$ cat config.mk
export PLATFORM = sky130hd
export DESIGN_NAME = pcpi_initiator
export DESIGN_NICKNAME = d
export VERILOG_FILES = /design/src/rtl/pcpi_initiator.sv
export SDC_FILE = /design/constraint.sdc
export NUM_CORES = 1
export LEC_CHECK = 0
export CORE_MARGIN = 2
export CORE_UTILIZATION = 40
export CTS_CLUSTER_SIZE = 16
export DETAILED_ROUTE_END_ITERATION = 12
export GPL_TIMING_DRIVEN = 0
export PLACE_DENSITY = 0.78
export SETUP_SLACK_MARGIN = 0.3
export SYNTH_ARGS = -nofsm -noshare
export SYNTH_HDL_FRONTEND = slang
export SYNTH_SLANG_ARGS = --single-unit
$ cat constraint.sdc
create_clock -name clk -period 2.4 [get_ports clk]
set_clock_uncertainty 0.05 [all_clocks]
set_input_delay 0.36 -clock clk [delete_from_list [all_inputs] [get_ports clk]]
set_output_delay 0.36 -clock clk [all_outputs]
set_load 0.02 [all_outputs]
$ cat src/rtl/pcpi_initiator.sv
// pcpi_initiator: issues one instruction at a time to a PCPI coprocessor.
// It waits for pcpi_ready, or flags the instruction illegal when nothing claims
// it within TIMEOUT cycles. The result is returned on a valid/ready port, and
// latency and illegal-instruction statistics are kept.
module pcpi_initiator #(
    parameter int unsigned TIMEOUT = 16,
    parameter int unsigned CNT_W   = 16
) (
    input  logic             clk,
    input  logic             reset,
    input  logic             cmd_valid,
    output logic             cmd_ready,
    input  logic [31:0]      cmd_insn,
    input  logic [31:0]      cmd_rs1,
    input  logic [31:0]      cmd_rs2,
    output logic             pcpi_valid,
    output logic [31:0]      pcpi_insn,
    output logic [31:0]      pcpi_rs1,
    output logic [31:0]      pcpi_rs2,
    input  logic             pcpi_wr,
    input  logic [31:0]      pcpi_rd,
    input  logic             pcpi_busy,
    input  logic             pcpi_ready,
    output logic             rsp_valid,
    input  logic             rsp_ready,
    output logic             rsp_wr,
    output logic [31:0]      rsp_rd,
    output logic             rsp_illegal,
    output logic [CNT_W-1:0] last_latency,
    output logic [CNT_W-1:0] illegal_count
);

    typedef enum logic [1:0] {
        S_IDLE,
        S_ISSUE,
        S_RESP
    } state_t;

    state_t             state_q, state_d;
    logic [31:0]        insn_q, insn_d;
    logic [31:0]        rs1_q, rs1_d;
    logic [31:0]        rs2_q, rs2_d;
    logic               rsp_wr_q, rsp_wr_d;
    logic [31:0]        rsp_rd_q, rsp_rd_d;
    logic               rsp_illegal_q, rsp_illegal_d;
    logic               claimed_q, claimed_d;
    logic [7:0]         tmo_q, tmo_d;
    logic [CNT_W-1:0]   lat_q, lat_d;
    logic [CNT_W-1:0]   last_lat_q, last_lat_d;
    logic [CNT_W-1:0]   ill_cnt_q, ill_cnt_d;

    // Handshake flags are pure state decodes, so no input reaches them combinationally.
    assign cmd_ready     = (state_q == S_IDLE);
    assign pcpi_valid    = (state_q == S_ISSUE);
    assign rsp_valid     = (state_q == S_RESP);
    assign pcpi_insn     = insn_q;
    assign pcpi_rs1      = rs1_q;
    assign pcpi_rs2      = rs2_q;
    assign rsp_wr        = rsp_wr_q;
    assign rsp_rd        = rsp_rd_q;
    assign rsp_illegal   = rsp_illegal_q;
    assign last_latency  = last_lat_q;
    assign illegal_count = ill_cnt_q;

    // Next-state, payload capture, timeout and statistics logic.
    always_comb begin
        state_d       = state_q;
        insn_d        = insn_q;
        rs1_d         = rs1_q;
        rs2_d         = rs2_q;
        rsp_wr_d      = rsp_wr_q;
        rsp_rd_d      = rsp_rd_q;
        rsp_illegal_d = rsp_illegal_q;
        claimed_d     = claimed_q;
        tmo_d         = tmo_q;
        lat_d         = lat_q;
        last_lat_d    = last_lat_q;
        ill_cnt_d     = ill_cnt_q;

        case (state_q)
            S_IDLE: begin
                if (cmd_valid) begin
                    insn_d    = cmd_insn;
                    rs1_d     = cmd_rs1;
                    rs2_d     = cmd_rs2;
                    claimed_d = 1'b0;
                    tmo_d     = '0;
                    // The count includes the first pcpi_valid cycle.
                    lat_d     = CNT_W'(1);
                    state_d   = S_ISSUE;
                end
            end

            S_ISSUE: begin
                if (lat_q != '1) begin
                    lat_d = lat_q + CNT_W'(1);
                end
                // ready beats busy, and busy beats the timeout in the same cycle.
                if (pcpi_ready) begin
                    rsp_wr_d      = pcpi_wr;
                    rsp_rd_d      = pcpi_rd;
                    rsp_illegal_d = 1'b0;
                    last_lat_d    = lat_q;
                    state_d       = S_RESP;
                end else if (pcpi_busy) begin
                    claimed_d = 1'b1;
                end else if (!claimed_q) begin
                    tmo_d = tmo_q + 8'd1;
                    if (tmo_q == 8'(TIMEOUT - 1)) begin
                        rsp_wr_d      = 1'b0;
                        rsp_rd_d      = '0;
                        rsp_illegal_d = 1'b1;
                        last_lat_d    = lat_q;
                        if (ill_cnt_q != '1) begin
                            ill_cnt_d = ill_cnt_q + CNT_W'(1);
                        end
                        state_d = S_RESP;
                    end
                end
            end

            S_RESP: begin
                if (rsp_ready) begin
                    state_d = S_IDLE;
                end
            end

            default: state_d = S_IDLE;
        endcase
    end

    // State and datapath registers with synchronous reset.
    always_ff @(posedge clk) begin
        if (reset) begin
            state_q       <= S_IDLE;
            insn_q        <= '0;
            rs1_q         <= '0;
            rs2_q         <= '0;
            rsp_wr_q      <= 1'b0;
            rsp_rd_q      <= '0;
            rsp_illegal_q <= 1'b0;
            claimed_q     <= 1'b0;
            tmo_q         <= '0;
            lat_q         <= '0;
            last_lat_q    <= '0;
            ill_cnt_q     <= '0;
        end else begin
            state_q       <= state_d;
            insn_q        <= insn_d;
            rs1_q         <= rs1_d;
            rs2_q         <= rs2_d;
            rsp_wr_q      <= rsp_wr_d;
            rsp_rd_q      <= rsp_rd_d;
            rsp_illegal_q <= rsp_illegal_d;
            claimed_q     <= claimed_d;
            tmo_q         <= tmo_d;
            lat_q         <= lat_d;
            last_lat_q    <= last_lat_d;
            ill_cnt_q     <= ill_cnt_d;
        end
    end

endmodule

==> results.txt, run 1 <==
----------------------------------------------------
[Logic synthesis]
  Seq cells post-synth ... 189
  Post-synthesis average cell area ... 8.19 um^2
  Sequential element share of the synthesized area ... 50.3%
  Synthesized Nets ... 1056
  Combined area of all synthesized cells ... 7520 um^2
  Yosys warning count ... 0
  Number of synthesized flops with an enable pin ... 0
  Number of distinct standard cells referenced by the synthesized netlist ... 54
  Synth Flop Type ... dfxtp_1
  Synth async-reset ratio ... 0%
  Post-synthesis cell count ... 918

[Clock tree]
  Worst skew pair latency ... 430 ps
  Clock slew at reported path FFs ... 70 ps
  CTS buffer count ... 17
  H-Tree Level Count ... 4
  CTS Buffer Depth ... 2
  Quantity of hold-fixing buffers added after cts ... 0
  CTS tree ... built
  Clock Sink Count ... 189
  Clk Tree Root Cell ... clkbuf_16

[Timing]
  Post-layout minimum cycle time ... 2040 ps
  Fraction of the cycle the final worst path needs ... 85.0%
  Worst slew slack as a fraction of its limit ... 63.1%
  Final-report setup violation count ... 0
  Unrepaired setup endpoints after global routing ... true
  Slew at the pin closest to its max-slew limit ... 554 ps
  Count of pins over their slew limit ... 0
  Total count of hold-check failures in the final report ... 0
  Maximum clock rate ... 490 MHz
  PnR worst setup slack ... 361 ps

[Floorplanning]
  Width of the die ... 141 um
  Overall die height ... 141 um
  Floorplan row count ... 50
  Core Area ... 18600 um^2
  Die footprint ... 19900 um^2
  Starting density of the core ... 40.5%
  IO Count ... 300

[Placement]
  Area post-placement ... 10800 um^2
  Placed cells ... 1451
  Post-placement worst setup slack ... -467 ps
  Port Buffer Count ... 299
  Final weighted congestion in routability-driven placement ... 0.919
  Dpl hpwl ... 17800 um

[Power and ir drop]
  Cell-internal power ... 5.37 mW
  VDD IR max ... 0.000473 V
  Switching Share ... 27.1%
  Power share of the combinational group ... 15.8%
  Power per cell area ... 640 nW/um^2
  Net switching power figure ... 2.00 mW
  Sequential share of power ... 45.3%
  Clk pwr share ... 38.9%
  Leakage power of the design ... 4.03 nW

[Cells and area]
  Area of all placed cells without fillers ... 11500 um^2
  Count of placed standard cells in the final layout, fillers left out ... 1490
  Fraction of layout cells with a size suffix above 1 ... 7.01%
  Core occupancy in the finished layout ... 62.0%
  Total number of nets in the final design ... 1381
  Most frequent cells in the layout ... 296 x clkdlybuf4s50_1, 242 x nand2_1, 187 x dfxtp_1, 146 x a21oi_1, 40 x clkbuf_1
  ANT cells ... 0
  Area added between synthesis and finish ... 53.3%
  Most common cell after layout, fill and taps aside ... clkdlybuf4s50_1

[Routing]
  Vias ... 7779
  Detailed Route WL ... 24200 um
  Detailed Routing Iterations Pass 1 ... 5
  Iteration-0 DRC Markers ... 470
  Per-cell via count in the routed design ... 5.22
  DRC viols ... 0
  WL per Instance ... 16.2 um
  Remaining number of nets flagged by the antenna check after routing ... 0

[Global route]
  Total Routing Usage GR ... 23.7%
  Number of global-route vias before repair ... 7277
  Number of antenna violations at the first check in global routing ... 0
  First-pass GRT wire length ... 37700 um
  Overall overflow remaining after global route ... 0
  Largest net degree at the start of global routing ... 18

[Worst setup path]
  Reg2reg start ... state_q[1]
  Worst Path Arrival ... 1630 ps
  CP startpoint ... state_q[1]
  Critical path required time ... 1990 ps
  R2R Setup Slk ... 380 ps
  Top fanout value on the critical path ... 10
  R2R depth ... 8
  Sort of element at the end of the critical path ... output port
  Crit path launch type ... flip-flop
  Critical Path Sink ... pcpi_valid
  Reg2Reg Capture Point ... illegal_count[14]
  Critical path type ... reg2out

[Job]
  Count of max-cap constraint violations ... 0

[Outcome]
  Result of the run ... complete, no violations

[Hold path]
  Worst hold-check path type ... reg2reg

----------------------------------------------------
synth_stat cells, types with 2 or more instances:
library cell  instances  area (um^2)
a31oi_1               9         56.3
dfxtp_1             189         3780
and4_1                7         61.3
and2_1                2         12.5
ha_1                  3         37.5
mux2_1                9          101
nor3_1                5         25.0
inv_1                 6         22.5
nand2_1             244          916
a41oi_1               2         17.5
o211ai_1              5         37.5
o21ai_1               7         35.0
clkbuf_1             53          199
buf_2                11         55.1
nor2b_1               8         50.1
xnor2_1               9         78.8
a211oi_1              3         22.5
nand4_1              13         81.3
nor2_1               28          105
nand2b_1              7         43.8
buf_1                 5         18.8
nor4_1                9         56.3
a21oi_1             146          731
nor4b_1              10         87.6
and3_1                4         25.0
or3_1                 6         37.5
a31o_1               11         96.3
nand3_1              28          140
a2111oi_2             3         45.0
o21ai_0              39          195
o31ai_1               7         52.6
or4_1                 8         60.1
area by class of cell:
class | instances | area (um^2)
fillers | 1616 | 7060
inverters | 7 | 26.3
well taps | 234 | 293
clock buffers | 18 | 429
repair buffers | 306 | 3040
flip-flops and latches | 189 | 3790
plain buffers | 70 | 320
clock inverters | 14 | 158
multi-input cells | 652 | 3470
logic make-up after synthesis:
| family | share of synthesized area [%] |
|---|---|
| compound gates | 18.7 |
| buf+inv | 4.08 |
| xor+xnor | 1.05 |
| mux | 1.48 |
| flops | 50.3 |
| fa+ha+maj | 0.499 |
| simple gates | 23.9 |
flip-flops by register name, indices dropped and copies added (netlist names):
register,cells
lat_q,16
rsp_rd,32
state_q,2
claimed_q,1
pcpi_rs1,32
pcpi_insn,32
rsp_illegal,1
rsp_wr,1
tmo_q,8
illegal_count,16
pcpi_rs2,32
last_latency,16
stage by stage:
step | setup TNS (ps) | hold slack [ps] | power, mW
finish | 0 | 403 | 7.37
global route | 0 | 414 | 7.66
CTS | 0 | 402 | 7.41
detailed placement | -52180 | 395 | 4.56
global placement | -48460 | 391 | 4.55
floorplan | 0 | 399 | 3.93
timing repair:
action,CTS,global route
endpoints found under the setup margin,175,100
setup buffers,3,4
pin swaps,1,4
gates resized for setup,21,32
worst min-delay path by stage:
stage / from / to / slack [ps] / depth (start not counted)
after floorplan: lat_q[12] / lat_q[12] / 400 / 1
after global placement: pcpi_rs1[5] / pcpi_rs1[5] / 390 / 2
after detailed placement: pcpi_insn[1] / pcpi_insn[1] / 400 / 2
after CTS: cmd_rs2[14] / pcpi_rs2[14] / 400 / 3
after global routing: pcpi_rd[27] / rsp_rd[27] / 410 / 3
final: pcpi_insn[1] / pcpi_insn[1] / 400 / 2
power groups by stage:
stage          Sequential [mW]  Combinational [mW]  Clock (mW)
6_report                  3.34                1.16        2.87
5_1_grt                   3.35                1.25        3.05
4_1_cts                   3.34                1.16        2.91
3_5_place_dp              3.41                1.15           0
3_3_place_gp              3.40                1.14           0
2_1_floorplan             3.56               0.368           0
worst max-delay path, cell delays in order (launching register included):
cell and delay, ps:
dfxtp_1 310, nand2b_1 120, buf_2 170, inv_2 80, buf_4 170, buf_6 180
buf_4 160
metal layers:
layer / wire (um) / GRT usage, % / vias up
li1: - / - / 3838
met1: 10200 / 29.8 / 3662
met2: 11900 / 39.4 / 235
met3: 1480 / 5.74 / 44
met4: 593 / 9.00 / 0
met5: 0 / 0 / -
Note: power is estimated with default switching activity, not from simulation.
==> run 2: changes to the inputs <==
--- a/config.mk
+++ b/config.mk
@@ -6,11 +6,11 @@
 export NUM_CORES = 1
 export LEC_CHECK = 0
 export CORE_MARGIN = 2
-export CORE_UTILIZATION = 40
+export CORE_UTILIZATION = 39
 export CTS_CLUSTER_SIZE = 16
 export DETAILED_ROUTE_END_ITERATION = 12
 export GPL_TIMING_DRIVEN = 0
-export PLACE_DENSITY = 0.78
+export PLACE_DENSITY = 0.79
 export SETUP_SLACK_MARGIN = 0.3
 export SYNTH_ARGS = -nofsm -noshare
 export SYNTH_HDL_FRONTEND = slang
==> constraint.sdc (replaced) <==
create_clock -name clk -period 1.7 [get_ports clk]
set_clock_uncertainty 0.05 [all_clocks]
set_input_delay 0.255 -clock clk [delete_from_list [all_inputs] [get_ports clk]]
set_output_delay 0.255 -clock clk [all_outputs]
set_load 0.02 [all_outputs]
==> run 2 against run 1 <==
The flow now finishes with violations (setup timing). Cell count increased by 8.3%. Sequential cell count unchanged. Sequential power increased by 41%. Combinational power increased by 120%. Global-route usage increased by 4.1 points. Largest power group unchanged. Highest routed layer unchanged.
==> results.txt, run 2 (synthesized netlist as in run 1, its figures left out) <==
----------------------------------------------------
[Outcome]
  Result of the run ... finished with violations
  Failing checks ... setup timing

[Placement]
  Port Buffer Count ... 299
  Dpl hpwl ... 18900 um
  Final weighted congestion in routability-driven placement ... 0.945
  Placed cells ... 1477

[Floorplanning]
  Core Area ... 18800 um^2
  Starting density of the core ... 39.9%
  Die footprint ... 20400 um^2
  Floorplan row count ... 50
  IO Count ... 300
  Overall die height ... 143 um
  Width of the die ... 143 um

[Clock tree]
  CTS buffer count ... 17
  Clk Tree Root Cell ... clkbuf_16
  CTS Buffer Depth ... 2
  H-Tree Level Count ... 4
  Clock slew at reported path FFs ... 70 ps
  Clock Sink Count ... 189
  CTS tree ... built
  Worst skew pair latency ... 440 ps
  Quantity of hold-fixing buffers added after cts ... 0

[Worst setup path]
  Highest-delay cell along the critical path ... or4_4
  R2R depth ... 7
  Reg2reg start ... illegal_count[0]
  Critical path type ... reg2reg
  Cell repeated most along the worst path ... buf_6
  Worst Path Arrival ... 2240 ps
  Crit path launch type ... flip-flop
  Critical path required time ... 2010 ps
  Sort of element at the end of the critical path ... flip-flop
  Worst path max stage delay ... 440 ps
  Top fanout value on the critical path ... 5
  Reg2Reg Capture Point ... illegal_count[5]
  Cell-by-cell listing of the critical path ... buf_6 > and4_1 > nand4_1 > buf_4 > buf_6 > or4_4 > a21oi_2
  CP startpoint ... illegal_count[0]
  R2R Setup Slk ... -230 ps

[Routing]
  Per-cell via count in the routed design ... 5.54
  Remaining number of nets flagged by the antenna check after routing ... 0
  DRC viols ... 0
  Iteration-0 DRC Markers ... 611
  Detailed Routing Iterations Pass 1 ... 5
  WL per Instance ... 20.8 um
  Vias ... 8947
  Detailed Route WL ... 33500 um

[Power and ir drop]
  Switching Share ... 29.8%
  Leakage power of the design ... 7.52 nW
  Sequential share of power ... 41.7%
  Net switching power figure ... 3.37 mW
  Power consumption ... 11.3 mW
  Clk pwr share ... 35.4%
  Power per cell area ... 748 nW/um^2
  Power share of the combinational group ... 22.9%
  Cell-internal power ... 7.92 mW
  VDD IR max ... 0.000791 V

[Global route]
  Overall overflow remaining after global route ... 0
  Largest net degree at the start of global routing ... 18
  Number of antenna violations at the first check in global routing ... 0
  First-pass GRT wire length ... 44300 um
  Number of global-route vias before repair ... 8357
  Total Routing Usage GR ... 27.8%

[Timing]
  Worst slew slack as a fraction of its limit ... 29.0%
  Final-report setup violation count ... 162
  PnR worst setup slack ... -227 ps
  Fraction of the cycle the final worst path needs ... 113%
  Total count of hold-check failures in the final report ... 0
  Post-layout minimum cycle time ... 1930 ps
  Unrepaired setup endpoints after global routing ... true
  Count of pins over their slew limit ... 0
  Slew at the pin closest to its max-slew limit ... 1060 ps
  Maximum clock rate ... 519 MHz

[Hold path]
  Hold path startpoint ... pcpi_busy
  Min-Delay Endpoint ... claimed_q
  Worst hold path stage count ... 3
  Worst hold-check path type ... in2reg

[Cells and area]
  Fraction of layout cells with a size suffix above 1 ... 40.5%
  Area added between synthesis and finish ... 101%
  Filler Cell Count ... 1039
  Most common cell after layout, fill and taps aside ... nand2_1
  Most frequent cells in the layout ... 169 x nand2_1, 154 x dfxtp_1, 131 x clkdlybuf4s50_1, 121 x dlymetal6s2s_1, 91 x a21oi_2
  Total number of nets in the final design ... 1479
  ANT cells ... 0
  Core occupancy in the finished layout ... 80.2%
  Count of placed standard cells in the final layout, fillers left out ... 1614

[Job]
  Count of max-cap constraint violations ... 0

----------------------------------------------------
[run 2: changes by cell type in the layout (fill, tap and decap cells not counted), sizes merged, moves of 5 or more]
cell,delta
clkdlybuf4s50,-165
dlymetal6s2s,+121
buf,+115
clkdlybuf4s15,+24
clkbuf,+5
[run 2: layout make-up]
class,instances,area (um^2),share of cell area (%)
Multi-Input combinational cell,652,5040,33.4
Timing Repair Buffer,404,4440,29.4
Sequential cell,189,3870,25.6
Buffer,70,810,5.36
Clock buffer,20,479,3.17
Tap cell,260,325,2.15
Clock inverter,12,97.6,0.646
Inverter,7,33.8,0.224
[run 2: metrics by stage]
stage | cell area, um^2 | TNS, ps | hold slack [ps] | worst slack (ps)
2_1_floorplan | 7800 | -114 | 341 | -66.6
3_3_place_gp | 11100 | -164080 | 391 | -1110
3_5_place_dp | 11100 | -166550 | 396 | -1130
4_1_cts | 13100 | -4550 | 293 | -160
5_1_grt | 15100 | -20450 | 300 | -269
6_report | 15100 | -13020 | 269 | -227
[run 2: repair_timing]
action / in CTS / in global routing
gates cloned: 18 / 2
setup buffers: 52 / 33
endpoints found under the setup margin: 354 / 338
pin swaps: 55 / 179
resized for setup: 363 / 498
[run 2: worst max path at each step]
stage	to	slack, ps	depth (start not counted)
6_report	illegal_count[5]	-230	7
5_1_grt	illegal_count[15]	-270	7
4_1_cts	illegal_count[9]	-160	7
3_5_place_dp	pcpi_insn[26]	-1130	5
3_3_place_gp	pcpi_insn[30]	-1110	5
2_1_floorplan	illegal_count[15]	-70	4
[run 2: layer usage]
metal	track usage (%)	part of all wire [%]
met5	0	0
met4	12.8	4.8
met3	7.24	7.4
met2	47.2	50
met1	33.0	37
[run 2: critical path: cells and delay by family (launching register included)]
family | cells | cell delay [ps]
AO/OA/AOI/OAI | 1 | 160
flip-flops | 1 | 370
buffers and inverters | 3 | 440
AND/OR/NAND/NOR | 3 | 820
[run 2: power by group through the flow]
stage | registers, mW | logic (mW) | clock network (mW)
after global routing | 4.72 | 2.71 | 4.20
final | 4.71 | 2.59 | 3.99
after global placement | 4.80 | 1.66 | 0
after CTS | 4.70 | 2.12 | 4.00
after floorplan | 5.02 | 0.549 | 0
after detailed placement | 4.81 | 1.67 | 0
==> patch 1, RTL diff (flow settings as in run 1) <==
Encoding of `state_t`: now one-hot (3 bits for 3 states).
--- a/src/rtl/pcpi_initiator.sv
+++ b/src/rtl/pcpi_initiator.sv
@@ -31,8 +31,8 @@
 );
 
-    typedef enum logic [1:0] {
-        S_IDLE,
-        S_ISSUE,
-        S_RESP
+    typedef enum logic [2:0] {
+        S_IDLE  = 3'b001,
+        S_ISSUE = 3'b010,
+        S_RESP  = 3'b100
     } state_t;
 
Behaviour: no difference found for any inputs over 4 cycles, from zero or initial values and one cycle with reset high; so few cycles prove little.
==> patch 1 against run 1 <==
Count of clock-buffer cells in the layout increased by 1; setup slack got worse by 0.14 ns; sequential cell count up 1; final area is 1.6% lower; area after synthesis shrank 5.4%; synthesized cell count decreased by 11%; routed wire length decreased by 2.8%; total power decreased by 3.3%; clock power shrank 3%.
==> patch 1: results (changes against run 1) <==
[setup_path]
rr_worst_depth = 7  ; was 8
timing.rr.start = illegal_count[0]$_SDFFE_PP0P_  ; was state_q[1]$_SDFFE_PP0P_
ff2ff_setup_slack_ns = 0.35  ; was 0.38 ns
cpMaxStageDelayCell = or3b_1  ; was dfxtp_1
r2r_end = illegal_count[6]$_SDFFE_PP0P_  ; was illegal_count[14]$_SDFFE_PP0P_

[grt]
grt.total_usage_pct = 23.5  ; was 23.7%
grt_pass1_vias = 6565  ; was 7277

[power_and_ir_drop]
powerComb_mw = 1.02  ; was 1.16 mW
ir_drop_v = 0.000487  ; was 0.000473 V
p_sw_share_pct = 26.7  ; was 27.1%
p_leak_nw = 4.08  ; was 4.03 nW

[logic_synthesis]
synth_xor_area_share_pct = 1.60  ; was 1.05%
synthMuxAreaShare_pct = 2.39  ; was 1.48%
synth-compound-area-share_pct = 16.1  ; was 18.7%
ys_seq_area_share_pct = 53.5  ; was 50.3%
synthAdderAreaFrac_pct = 0.528  ; was 0.499%
ys_types = 55  ; was 54
synth_common_cells = nand2_1 (213), dfxtp_1 (190), a21oi_1 (118)  ; was nand2_1 (244), dfxtp_1 (189), a21oi_1 (146)
synth_fp_nets = 954  ; was 1056

[run_status]
outcome = finished, final reports clean  ; unchanged

[clocking]
cts_resized = 37  ; was 21

[place]
gp_congestion = 0.866  ; was 0.919
dp_slack_ns = -0.623  ; was -0.467 ns
dpl.hpwl_um = 17000  ; was 17800 um

[hold_path]
min_from = pcpi_ready  ; was pcpi_insn[1]$_SDFFE_PP0P_
hold_path_class = in2reg  ; was reg2reg
holdPathEnd = rsp_illegal$_SDFFE_PP0P_  ; was pcpi_insn[1]$_SDFFE_PP0P_

[layout]
drive_above_1_share_pct = 10.2  ; was 7.01%

-- patch 1: changes by cell type after synthesis, sizes merged, moves of 7 or more --
cell	before	now
mux2i	1	17
nand2	245	213
nor2	28	51
clkbuf	53	39
o21ai	46	12
a31oi	9	2
a21oi	146	118
nor3	5	12
mux2	9	0
a31o	11	1
nand3	28	14
a22o	0	33
-- patch 1: stage by stage --
stage | cell area [um2] | hold slack, ns | std cells | power (mW)
5_1_grt | 11300 | 0.390 | 1393 | 7.38
3_3_place_gp | 10400 | 0.390 | 1340 | 4.40
3_5_place_dp | 10400 | 0.396 | 1340 | 4.41
2_1_floorplan | 7110 | 0.407 | 816 | 3.83
6_report | 11300 | 0.363 | 1394 | 7.12
4_1_cts | 11100 | 0.358 | 1379 | 7.16
-- patch 1: how the worst max path moves through the flow --
stage / startpoint / to / cells after the start
floorplan: illegal_count[1]$_SDFFE_PP0P_ / illegal_count[6]$_SDFFE_PP0P_ / 7
CTS: state_q[2]$_SDFFE_PP0P_ / pcpi_valid / 6
global route: state_q[2]$_SDFFE_PP0P_ / pcpi_valid / 6
detailed placement: cmd_valid / pcpi_rs2[5]$_SDFFE_PP0P_ / 7
global placement: cmd_valid / lat_q[10]$_SDFFE_PP0P_ / 7
finish: state_q[2]$_SDFFE_PP0P_ / pcpi_valid / 6
-- patch 1: final cells by class --
type	instances	area [um2]	share of cell area, %
diodes	1	2.50	0.0221
multi-input cells	568	3190	28.1
repair buffers	320	3150	27.8
clock buffers	19	433	3.82
clock inverters	13	134	1.18
inverters	3	11.3	0.0993
well taps	225	282	2.48
plain buffers	55	317	2.79
flip-flops and latches	190	3820	33.7
-- patch 1: metal layers --
metal	up-vias	global-route usage, %	routed length, um
met5	-	0	0
met4	0	9.68	570
met3	43	6.55	1890
met2	278	39.7	11500
met1	3235	28.2	9600
li1	3493	-	-
==> patch 2, RTL diff (settings of run 1) <==
Made on the original files. The parameter `CNT_W` goes from 16 to 20.
--- a/src/rtl/pcpi_initiator.sv
+++ b/src/rtl/pcpi_initiator.sv
@@ -5,5 +5,5 @@
 module pcpi_initiator #(
     parameter int unsigned TIMEOUT = 16,
-    parameter int unsigned CNT_W   = 16
+    parameter int unsigned CNT_W   = 20
 ) (
     input  logic             clk,
Ports: changed (resized illegal_count and last_latency); port bits go from 300 to 308. The function was not compared with the original's and may differ.
==> patch 2 against run 1 <==
The run now ends with setup timing left; sequential power rose by 6.3%; setup slack got worse by 0.62 ns; area after synthesis rose by 1.7%; total power rose by 8.3%; non-clock buffer count rose by 27; routed wire length rose by 10%; utilization rose by 5.1 points; critical path depth rose by 2; sequential cell count rose by 12; clock power rose by 12%; final cell count rose by 4.3%; final area rose by 8.9%; register-to-register slack got worse by 0.64 ns.
==> patch 2: results (changes against run 1) <==
[place]
place_area_mm2 = 0.0111  ; was 0.0108 mm2
dp_slack_ns = -0.630  ; was -0.467 ns
port_buffers = 306  ; was 299
gp_congestion = 0.885  ; was 0.919
dpl.hpwl_um = 18600  ; was 17800 um
dp_cells = 1485  ; was 1451

[power_and_ir_drop]
p_leak_nw = 4.46  ; was 4.03 nW
p_sw_share_pct = 25.3  ; was 27.1%
ir_drop_v = 0.000418  ; was 0.000473 V

[logic_synthesis]
synth_common_cells = nand2_1 (255), dfxtp_1 (201), a21oi_1 (140)  ; was nand2_1 (244), dfxtp_1 (189), a21oi_1 (146)
synth_cells = 945  ; was 918
synth_top_area_share_pct = 52.6  ; was 50.3%
synth_fp_nets = 1083  ; was 1056
ys_types = 40  ; was 54
ys_seq_area_share_pct = 52.6  ; was 50.3%

[route]
drt_iter0_drc = 425  ; was 470
routed_wl_um = 26700  ; was 24200 um
wl_per_cell_um = 17.2  ; was 16.2 um
via_count = 8183  ; was 7779

[grt]
grt.total_usage_pct = 24.3  ; was 23.7%
grt_pass1_vias = 7894  ; was 7277
antenna_found_initial = 1  ; was 0
grt_pass1_wl_um = 39900  ; was 37700 um
grt_max_degree = 13  ; was 18

[sta]
setup_violations = 10  ; was 0
slew_headroom_pct = 42.7  ; was 63.1%
setup_tns_ns = -1.06  ; was 0 ns
setup_slack_ns = -0.258  ; was 0.361 ns

[run_status]
violations = setup timing
outcome = finished with violations  ; was finished, final reports clean

[layout]
drive_above_1_share_pct = 12.4  ; was 7.01%
nNetsFinal = 1442  ; was 1381

[setup_path]
slowest_delay_ns = 0.55  ; was 0.31 ns
cp_top_family = simple AND/OR/NAND/NOR gates  ; was buffers and inverters
critPathArrivalTime_ns = 3.03  ; was 1.63 ns
cp_max_fo = 8  ; was 10
cpMaxStageDelayCell = or4b_4  ; was dfxtp_1

[hold_path]
hold_path_class = in2reg  ; was reg2reg

[clocking]
htreeDepth = 1  ; was 4
cts_made_buffers = 22  ; was 17
clockBufferDepth = 3  ; was 2

## patch 2: changes by cell type in the layout (fill, tap and decap cells not counted), moves of 10 or more
| cell | before | now |
|---|---|---|
| nor2_1 | 28 | 74 |
| a21oi_1 | 146 | 136 |
| nand2_1 | 242 | 253 |
| o21ai_0 | 39 | 12 |
| xnor2_1 | 9 | 20 |
| nor4b_1 | 10 | 0 |
| buf_6 | 1 | 13 |
| buf_4 | 12 | 23 |
| a22oi_1 | 1 | 11 |
| clkbuf_1 | 40 | 50 |
| a22oi_2 | 0 | 26 |
| a31o_1 | 11 | 0 |
## patch 2: final cells by class
cell class              count  area [um2]
fillers                  1494        6150
flip-flops and latches    201        4030
multi-input cells         668        3760
repair buffers            335        3350
clock buffers              37         678
plain buffers              68         387
well taps                 234         293
inverters                   8        32.5
clock inverters             2        12.5
diodes                      1        2.50
## patch 2: power groups by stage
stage / Combinational [mW] / Clock [mW] / Sequential [mW]
CTS: 1.16 / 3.27 / 3.54
finish: 1.21 / 3.22 / 3.55
detailed placement: 1.13 / 0 / 3.61
global route: 1.30 / 3.40 / 3.56
global placement: 1.12 / 0 / 3.61
floorplan: 0.350 / 0 / 3.76
## patch 2: logic make-up (layout without fill, tap and decap cells)
logic type | Yosys count | count (layout) | share of synthesized area [%]
xor+xnor | 23 | 23 | 2.64
buf+inv | 76 | 450 | 3.85
fa+ha+maj | 3 | 3 | 0.491
mux | 2 | 2 | 0.262
simple gates | 421 | 421 | 23.6
flops | 201 | 201 | 52.6
other cells | 0 | 1 | 0
compound gates | 219 | 219 | 16.5
## patch 2: routing by layer
metal | share of wire [%] | track usage, % | vias to the layer above
li1 | - | - | 3926
met1 | 40 | 28.7 | 3856
met2 | 49 | 42.0 | 328
met3 | 7.4 | 6.12 | 73
met4 | 3.8 | 10.3 | 0
met5 | 0 | 0 | -
## patch 2: repair_timing
item / 4_1_cts / 5_1_grt
setup endpoints to repair: 127 / 116
buffers inserted: 17 / 8
gates cloned: 1 / 3
pin swaps: 16 / 11
hold buffers: 0 / 0
gates resized for setup: 57 / 108
## patch 2: worst paths after layout
path,startpoint,endpoint,slack (ns),cells past startpoint
worst min-delay path,cmd_rs1[7],pcpi_rs1[7]$_SDFFE_PP0P_,0.36,3
worst max-delay path,tmo_q[0]$_SDFFE_PP0P_,illegal_count[17]$_SDFFE_PP0P_,-0.26,8
worst min register to register,pcpi_rs2[8]$_SDFFE_PP0P_,pcpi_rs2[8]$_SDFFE_PP0P_,0.40,2
worst max register to register,tmo_q[0]$_SDFFE_PP0P_,illegal_count[17]$_SDFFE_PP0P_,-0.26,8
## patch 2: worst min-delay path, delay by kind of cell
kind	cells	cell delay, ns
buf+inv	1	0.39
simple gates	1	0.05
compound gates	1	0.05
